--- config.mk ---
export PLATFORM = sky130hd
export DESIGN_NAME = div_seq
export DESIGN_NICKNAME = d
export VERILOG_FILES = /design/src/rtl/div_seq_pkg.sv /design/src/rtl/div_seq_sub.sv /design/src/rtl/full_adder.sv /design/src/rtl/div_seq.sv
export SDC_FILE = /design/constraint.sdc
export NUM_CORES = 1
export LEC_CHECK = 0
export ABC_AREA = 1
export CAP_MARGIN = 25
export CORE_ASPECT_RATIO = 2
export CORE_MARGIN = 5
export CORE_UTILIZATION = 54
export CTS_CLUSTER_DIAMETER = 30
export DETAILED_ROUTE_END_ITERATION = 8
export PLACE_DENSITY = 0.8
export SLEW_MARGIN = 20
export SYNTH_ARGS = -nofsm -noshare
export SYNTH_HDL_FRONTEND = slang
export SYNTH_SLANG_ARGS = --single-unit
--- constraint.sdc ---
create_clock -name clk -period 9.1 [get_ports clk]
set_input_delay 2.275 -clock clk [delete_from_list [all_inputs] [get_ports clk]]
set_output_delay 2.275 -clock clk [all_outputs]
set_load 0.01 [all_outputs]
--- src/rtl/div_seq_pkg.sv ---
// Shared definitions for the sequential divider: FSM state encoding and default width.
package div_seq_pkg;

    localparam int DEF_BUS_WIDTH = 16;

    typedef enum logic [1:0] {
        IDLE = 2'd0,
        RUN  = 2'd1,
        DONE = 2'd2
    } state_t;

endpackage

--- src/rtl/div_seq_sub.sv ---
// Ripple subtractor a - b built from full_adder cells (a + ~b + 1).
// borrow is high when b > a; kept generic so SUB/CMP/dec paths can reuse it.
module div_seq_sub import div_seq_pkg::*; #(
    parameter int WIDTH = DEF_BUS_WIDTH + 1
) (
    input  logic [WIDTH-1:0] a,
    input  logic [WIDTH-1:0] b,
    output logic [WIDTH-1:0] diff,
    output logic             borrow
);

    logic [WIDTH:0] carry;

    assign carry[0] = 1'b1;

    for (genvar i = 0; i < WIDTH; i++) begin : g_bit
        full_adder u_fa (
            .a    (a[i]),
            .b    (~b[i]),
            .cin  (carry[i]),
            .s    (diff[i]),
            .cout (carry[i+1])
        );
    end

    assign borrow = ~carry[WIDTH];

endmodule

--- src/rtl/full_adder.sv ---
// Single-bit full adder cell, the building block of the ripple datapaths.
module full_adder (
    input  logic a,
    input  logic b,
    input  logic cin,
    output logic s,
    output logic cout
);

    // Sum and carry of three input bits.
    always_comb begin
        s    = a ^ b ^ cin;
        cout = (a & b) | (a & cin) | (b & cin);
    end

endmodule

--- src/rtl/div_seq.sv ---
// Iterative unsigned restoring divider, one quotient bit per clock.
//
//  state | meaning
//  IDLE  | waiting for start
//  RUN   | shift-and-subtract iterations, busy high
//  DONE  | one-cycle result strobe; start here chains the next division
module div_seq import div_seq_pkg::*; #(
    parameter int BUS_WIDTH = DEF_BUS_WIDTH
) (
    input  logic                 clk,
    input  logic                 rst_n,
    input  logic                 start,
    input  logic [BUS_WIDTH-1:0] dividend,
    input  logic [BUS_WIDTH-1:0] divisor,
    output logic                 busy,
    output logic                 done,
    output logic [BUS_WIDTH-1:0] quotient,
    output logic [BUS_WIDTH-1:0] remainder,
    output logic                 div_by_zero
);

    localparam int CNT_W = $clog2(BUS_WIDTH);

    state_t               state;
    state_t               state_nx;
    logic [CNT_W-1:0]     cnt;
    logic [BUS_WIDTH-1:0] q_reg;
    logic [BUS_WIDTH-1:0] r_reg;
    logic [BUS_WIDTH-1:0] d_reg;

    logic [BUS_WIDTH:0]   sub_a;
    logic [BUS_WIDTH:0]   sub_b;
    logic [BUS_WIDTH:0]   sub_diff;
    logic                 sub_borrow;
    logic                 diff_top_unused;
    logic [BUS_WIDTH-1:0] q_nx;
    logic [BUS_WIDTH-1:0] r_nx;
    logic                 accept;

    // Trial subtract of the divisor from the shifted partial remainder.
    assign sub_a = {r_reg, q_reg[BUS_WIDTH-1]};
    assign sub_b = {1'b0, d_reg};

    div_seq_sub #(.WIDTH(BUS_WIDTH + 1)) u_sub (
        .a      (sub_a),
        .b      (sub_b),
        .diff   (sub_diff),
        .borrow (sub_borrow)
    );

    // R < D holds every step, so a non-borrowing result always fits in BUS_WIDTH bits.
    assign diff_top_unused = sub_diff[BUS_WIDTH];

    // Keep the difference or restore, and shift the new quotient bit into Q.
    always_comb begin
        r_nx = sub_borrow ? sub_a[BUS_WIDTH-1:0] : sub_diff[BUS_WIDTH-1:0];
        q_nx = {q_reg[BUS_WIDTH-2:0], ~sub_borrow};
    end

    assign accept = start && ((state == IDLE) || (state == DONE));

    // State register.
    always_ff @(posedge clk or negedge rst_n) begin
        if (!rst_n) state <= IDLE;
        else        state <= state_nx;
    end

    // Next-state and handshake outputs.
    always_comb begin
        state_nx = state;
        busy     = 1'b0;
        done     = 1'b0;
        case (state)
            IDLE: begin
                if (start) state_nx = (divisor == '0) ? DONE : RUN;
            end
            RUN: begin
                busy = 1'b1;
                if (cnt == '0) state_nx = DONE;
            end
            DONE: begin
                done = 1'b1;
                if (start) state_nx = (divisor == '0) ? DONE : RUN;
                else       state_nx = IDLE;
            end
            default: state_nx = IDLE;
        endcase
    end

    // Operand capture, iteration and result registers.
    always_ff @(posedge clk or negedge rst_n) begin
        if (!rst_n) begin
            cnt         <= '0;
            q_reg       <= '0;
            r_reg       <= '0;
            d_reg       <= '0;
            quotient    <= '0;
            remainder   <= '0;
            div_by_zero <= 1'b0;
        end else if (accept) begin
            q_reg       <= dividend;
            d_reg       <= divisor;
            r_reg       <= '0;
            div_by_zero <= 1'b0;
            if (divisor == '0) begin
                cnt         <= '0;
                quotient    <= '1;
                remainder   <= dividend;
                div_by_zero <= 1'b1;
            end else begin
                cnt <= CNT_W'(BUS_WIDTH - 1);
            end
        end else if (state == RUN) begin
            q_reg <= q_nx;
            r_reg <= r_nx;
            cnt   <= cnt - CNT_W'(1);
            if (cnt == '0) begin
                quotient  <= q_nx;
                remainder <= r_nx;
            end
        end
    end

endmodule
## After elaboration in Yosys (flattened, before gate mapping)

Cells that the tools add are included.
Widths: inputs -> output; s select.

| operators by class | value |
|---|---|
| $add $sub $neg | 1 |
| equality and inequality tests | 5 |
| multiplexer cells | 24 |
| bitwise gates (word level) | 129 |
| reductions and logical operators | 9 |

Operators by type and width:

| cell | number |
|---|---|
| $mux 16 | 13 |
| $and 1x1->1 | 47 |
| $or 1x1->1 | 34 |
| $xor 1x1->1 | 31 |
| $not 1->1 | 17 |
| $logic_not 16->1 | 1 |
| $mux 4 | 3 |
| $mux 2 | 4 |
| $pmux 2 s3 | 1 |
| $logic_not 4->1 | 1 |
| $ne 2x2->1 const B | 2 |
| $reduce_bool 2->1 | 2 |
| $sub 4x1->4 const B | 1 |
| $mux 1 | 3 |
| $reduce_and 3->1 | 1 |
| $eq 2x1->1 const B | 1 |
| $eq 2x2->1 const B | 1 |
| $logic_not 2->1 | 1 |
| $ne 2x1->1 const B | 1 |
| $reduce_and 2->1 | 1 |
| $logic_and 1x1->1 | 1 |
| $logic_or 1x1->1 | 1 |

| word-level totals | value |
|---|---|
| bits in registers | 87 |
| bits of input ports | 35 |
| output and inout bits | 35 |
| word-level logic and storage cells | 176 |

## Depth between registers and ports, before layout

| depth | value |
|---|---|
| depth in word-level cells | 56 |
| mapped depth | 25 |
| gate-level depth less buffers | 24 |

## By module

A second synthesis with hierarchy kept.

| unflattened totals | value |
|---|---|
| cells, all modules | 506 |
| area total of the unflattened synthesis | 4342.9 um^2 |

By module, submodules not included:

| module | instances | cells an instance | area an instance (um^2) | sequential area each (um^2) |
|---|---|---|---|---|
| div_seq | 1 | 470 | 3931.3 | 2177.1 |
| full_adder | 17 | 1 | 20.0 | 0.0 |
| div_seq_sub | 1 | 19 | 71.3 | 0.0 |

## Worst setup path before layout

Ideal clock, no wire load.

| timing path | value |
|---|---|
| path type | register to register |
| from | register d_reg[0] |
| to | register remainder[5] |
| setup time | 0.066 ns |
| arrival time | 7.340 ns |
| required time | 9.034 ns |
| path slack | 1.695 ns |
| cell stages (with the launch flop) | 25 |
| path buffers | 1 |
| period minus slack after synthesis | 7.405 ns |
| cell sequence | dfrtp_1 > ha_1 > fa_1 > fa_1 > fa_1 > fa_1 > fa_1 > fa_1 > fa_1 > fa_1 > fa_1 > fa_1 > fa_1 > fa_1 > fa_1 > fa_1 > inv_1 > fa_1 > nor2_2 > nor2_4 > buf_2 > nand2_1 > nand3_1 > nand3_1 > nand2_1 |

| between the ends | value |
|---|---|
| word-level cells in the longest chain between the ends | 56 |
| elaborated cells on any way between the ends | 72 |
| those cells by class | 4 x mux; 68 x bitwise |

RTL lines:

| what | line | RTL |
|---|---|---|
| start, declared | div_seq.sv:29 | `logic [BUS_WIDTH-1:0] d_reg;` |
| start signal, assigned | div_seq.sv:102 | `d_reg <= divisor;` |
| $not 1->1 * | div_seq_sub.sv:19 | `.b (~b[i]),` |
| $and 1x1->1 | full_adder.sv:13 | `cout = (a & b) \| (a & cin) \| (b & cin);` |
| $or 1x1->1 | full_adder.sv:13 |  |
| $or 1x1->1 * | full_adder.sv:13 |  |
| $and 1x1->1 | full_adder.sv:13 |  |
| $or 1x1->1 | full_adder.sv:13 |  |
| $or 1x1->1 * | full_adder.sv:13 |  |
| $and 1x1->1 | full_adder.sv:13 |  |
| (+38 left out) | - |  |
| $and 1x1->1 | full_adder.sv:13 |  |
| $or 1x1->1 (2 in series) | full_adder.sv:13 |  |
| $and 1x1->1 | full_adder.sv:13 |  |
| $or 1x1->1 (2 in series) | full_adder.sv:13 |  |
| $mux 16 * | div_seq.sv:56 | `r_nx = sub_borrow ? sub_a[BUS_WIDTH-1:0] : sub_diff[BUS_WIDTH-1:0];` |
| $mux 16 * | div_seq.sv:117 | `if (cnt == '0) begin` |
| $mux 16 * | div_seq.sv:113 | `end else if (state == RUN) begin` |
| $mux 16 * | div_seq.sv:100 | `end else if (accept) begin` |
| end signal, assigned | div_seq.sv:108 | `remainder <= dividend;` |
| end signal, assigned | div_seq.sv:119 | `remainder <= r_nx;` |
| end, declared | div_seq.sv:18 | `output logic [BUS_WIDTH-1:0] remainder,` |

Mark *: on every way between the ends. The rest lies on a longest branch, timed or not. The select of a mux whose other input is x is not followed.
A chain may end at the register's enable or synchronous reset.

## Worst setup path in the final report

| timing path | value |
|---|---|
| from | register d_reg[0] |
| to | register remainder[9] |

| between the ends | value |
|---|---|
| word-level cells in the longest chain between the ends | 56 |
| elaborated cells on any way between the ends | 72 |
| those cells by class | 4 x mux; 68 x bitwise |

RTL lines:

| what | line |
|---|---|
| $not 1->1 * | div_seq_sub.sv:19 |
| $and 1x1->1 | full_adder.sv:13 |
| $or 1x1->1 | full_adder.sv:13 |
| $or 1x1->1 * | full_adder.sv:13 |
| $and 1x1->1 | full_adder.sv:13 |
| $or 1x1->1 | full_adder.sv:13 |
| $or 1x1->1 * | full_adder.sv:13 |
| $and 1x1->1 | full_adder.sv:13 |
| (+38 left out) | - |
| $and 1x1->1 | full_adder.sv:13 |
| $or 1x1->1 (2 in series) | full_adder.sv:13 |
| $and 1x1->1 | full_adder.sv:13 |
| $or 1x1->1 (2 in series) | full_adder.sv:13 |
| $mux 16 * | div_seq.sv:56 |
| $mux 16 * | div_seq.sv:117 |
| $mux 16 * | div_seq.sv:113 |
| $mux 16 * | div_seq.sv:100 |

Marked as above.

==> results.sh <==
export IMPL_synth_fp_nets=565
export IMPL_grt_max_degree=88
export IMPL_synth_ff_type="dfrtp_1"
export IMPL_layout_drive_gt1_share=0.0510
export IMPL_max_cap_viol_count=0
export IMPL_cp_cell_sequence="ha_1 > fa_1 > fa_1 > fa_1 > fa_1 > fa_1 > fa_1 > fa_1 > fa_1 > fa_1 > fa_1 > fa_1 > fa_1 > fa_1 > fa_1 > inv_1 > fa_1 > nor2_2 > nor2_4 > nand2_1 > nand3_1 > nand3_1 > nand2_1"
export IMPL_post_cts_buffers=0
export IMPL_max_stage_delay_ns=0.45
export IMPL_cp_start_kind="flop"
export IMPL_gr_usage_met3=0.0278
export IMPL_ios=70
export IMPL_path_class="reg -> reg"
export IMPL_via_per_inst=5.60
export IMPL_fp_dieW_um=73.7
export IMPL_hold_path_class="reg -> reg"
export IMPL_core_area_sq_um=7940
export IMPL_synth_most_common_cell="nand2_1"
export IMPL_dieArea_sq_um=10100
export IMPL_synth_top_cell_by_area="dfrtp_1"
export IMPL_numCtsBuffers=9
export IMPL_grtUsageMet2=0.398
export IMPL_finalSetupViolCount=0
export IMPL_finalCriticalPeriod_ns=7.91
export IMPL_synth_seq_cells=87
export IMPL_grt_busiest_layer="met2"
export IMPL_final_nets=616
export IMPL_hpwl_mm=7.40
export IMPL_relSlewSlack=0.357
export IMPL_syn_to_final_growth_pct=21.2
export IMPL_ant_nets=0
export IMPL_synth_area_leaders="dfrtp_1 50%, nand2_1 12%, nand3_1 12%, fa_1 6.8%, inv_1 4.6%"
export IMPL_synth_warnings=0
export IMPL_slew_violations=0
export IMPL_syn_cell_area_sq_um=4390
export IMPL_yosys_area_top_type_share=0.496
export IMPL_path_delay_family="adder cells"
export IMPL_finClkSkew_ns=0.00564
export IMPL_rsz0062_at_grt="false"
export IMPL_drt_initial_drc_count=341
export IMPL_end_kind="flop"
export IMPL_min_path_cells=2
export IMPL_irDropWorstVdd_mv=0.175
export IMPL_avgRoutedWirePerCell_um=16.0
export IMPL_synth_edf_count=0
export IMPL_drt_wl_total_mm=10.6
export IMPL_portBuffers=69
export IMPL_ctsResizeCount=0
export IMPL_fin_hold_ws_ns=0.504
export IMPL_grt_pass1_wl_mm=18.0
export IMPL_arrival_ns=8.19
export IMPL_hold_buffers=0
export IMPL_firstDrtPassIters=5
export IMPL_cts_tree="built"
export IMPL_max_freq_ghz=0.126
export IMPL_async_flop_share=1.00
export IMPL_start_util=0.552
export IMPL_rows=46
export IMPL_grtUsageTotal=0.231
export IMPL_ff2ff_setup_slack_ns=1.19
export IMPL_path_buf_inv=1
export IMPL_rr_worst_depth=23
export IMPL_grt_antenna_before_repair=0
export IMPL_vias=3722
export IMPL_fin_crit_sh=0.870
export IMPL_cts_root_buf="clkbuf_16"
export IMPL_htree_levels=3
export IMPL_yosysUniqueCellTypes=21
export IMPL_grt_pass1_vias=3696
export IMPL_place_gp_congestion=0.848
export IMPL_status="complete, no violations"
export IMPL_route_detailed_drc=0
export IMPL_ys_seq_area_frac=0.496
export IMPL_setup_tns_ns=0
export IMPL_worstPathRequired_ns=9.38
export IMPL_worst_slew_pin_slew_ns=0.962
export IMPL_cp_depth=23
export IMPL_synth_common_cells="143 x nand2_1, 101 x nand3_1, 87 x dfrtp_1"
export IMPL_num_antenna_cells=0
export IMPL_syn_area_per_cell_sq_um=8.55
export IMPL_use_met1=0.288
export IMPL_overflow=0
export IMPL_clk_pin_slew_ns=0.06
export IMPL_crit_top_cell="fa_1"
export IMPL_worstPathMaxFanout=19
export IMPL_worst_skew_pair_late_latency_ns=0.34
export IMPL_leakage_nw=2.63
export IMPL_cts_sinks=87
export IMPL_crit_slowest_cell="fa_1"
export IMPL_die_h_um=137
export IMPL_syn_inst=513
export IMPL_p_per_area_nw_per_um2=410
export IMPL_hold_violations=0
export IMPL_clk_path_buf_depth=2
-- cells in the final DEF, fill, tap and decap left out --
cell             synthesis  layout
nand3_1                101     101
clkbuf_8                 0       2
nand4_1                  1       1
nand2_2                  3       4
o21ai_0                  5       5
fa_1                    15      15
buf_6                    2       1
buf_4                    6       1
ha_1                     2       2
clkinv_2                 0       2
nor2_2                   2       2
inv_2                    4       4
nor2_4                   3       3
nor2_1                  29      29
clkinvlp_4               0       1
a21oi_1                  2       2
clkbuf_1                 5       2
inv_1                   54      54
o221ai_1                16      16
nand2_1                143     142
clkdlybuf4s50_1          0      68
dfrtp_1                 87      87
clkbuf_16                0       9
a31oi_1                 16      16
-- metrics by stage --
stage	std cells	util	instance area (sq um)	worst slack [ns]	total power, mW
finish	665	0.670	5320	1.19	2.18
global route	665	0.670	5320	0.774	2.40
CTS	665	0.669	5310	1.10	2.19
detailed placement	649	0.634	5030	1.14	1.83
global placement	649	0.634	5030	1.20	1.80
floorplan	513	-	4390	1.69	1.49
-- cell families (layout without fill, tap and decap cells) --
kind of cell / count (synthesis) / in the layout / share of synthesized area
simple gates: 282 / 282 / 0.279
flops: 87 / 87 / 0.496
compound gates: 39 / 39 / 0.0627
fa+ha+maj: 17 / 17 / 0.0741
buf+inv: 88 / 144 / 0.0884
-- final cells by class --
| class | count | area, sq um |
|---|---|---|
| Fill cell | 681 | 2630 |
| Multi-Input combinational cell | 338 | 1830 |
| Sequential cell | 87 | 2180 |
| Tap cell | 96 | 120 |
| Timing Repair Buffer | 70 | 699 |
| Clock inverter | 3 | 17.5 |
| Clock buffer | 13 | 260 |
| Inverter | 58 | 218 |
-- routing by layer --
metal	vias to the layer above	wire [um]
met3	20	409
met5	-	0
met4	0	214
li1	1771	-
met2	115	5860
met1	1816	4130
-- where the power goes --
part	internal, mW	switching (mW)
clock network	0.199	0.145
registers	0.583	0.120
logic	0.468	0.663
-- worst register-to-register path, delay by kind of cell, from the launching register on --
family | cells | cell delay, ns
buffers and inverters | 1 | 0.08
flip-flops | 1 | 0.39
adder cells (fa/ha/maj) | 16 | 6.39
AND/OR/NAND/NOR | 6 | 0.97
-- final timing paths --
| path | start | end |
|---|---|---|
| max | d_reg[0]$_DFFE_PN0P_ | remainder[9]$_DFFE_PN0P_ |
| min | div_by_zero$_DFFE_PN0P_ | div_by_zero$_DFFE_PN0P_ |
| max reg2reg | d_reg[0]$_DFFE_PN0P_ | remainder[9]$_DFFE_PN0P_ |
| min reg2reg | div_by_zero$_DFFE_PN0P_ | div_by_zero$_DFFE_PN0P_ |
| max in group asynchronous | rst_n | r_reg[12]$_DFFE_PN0N_ |
| min in group asynchronous | rst_n | d_reg[1]$_DFFE_PN0P_ |
Note: power is estimated with default switching activity, not from simulation.
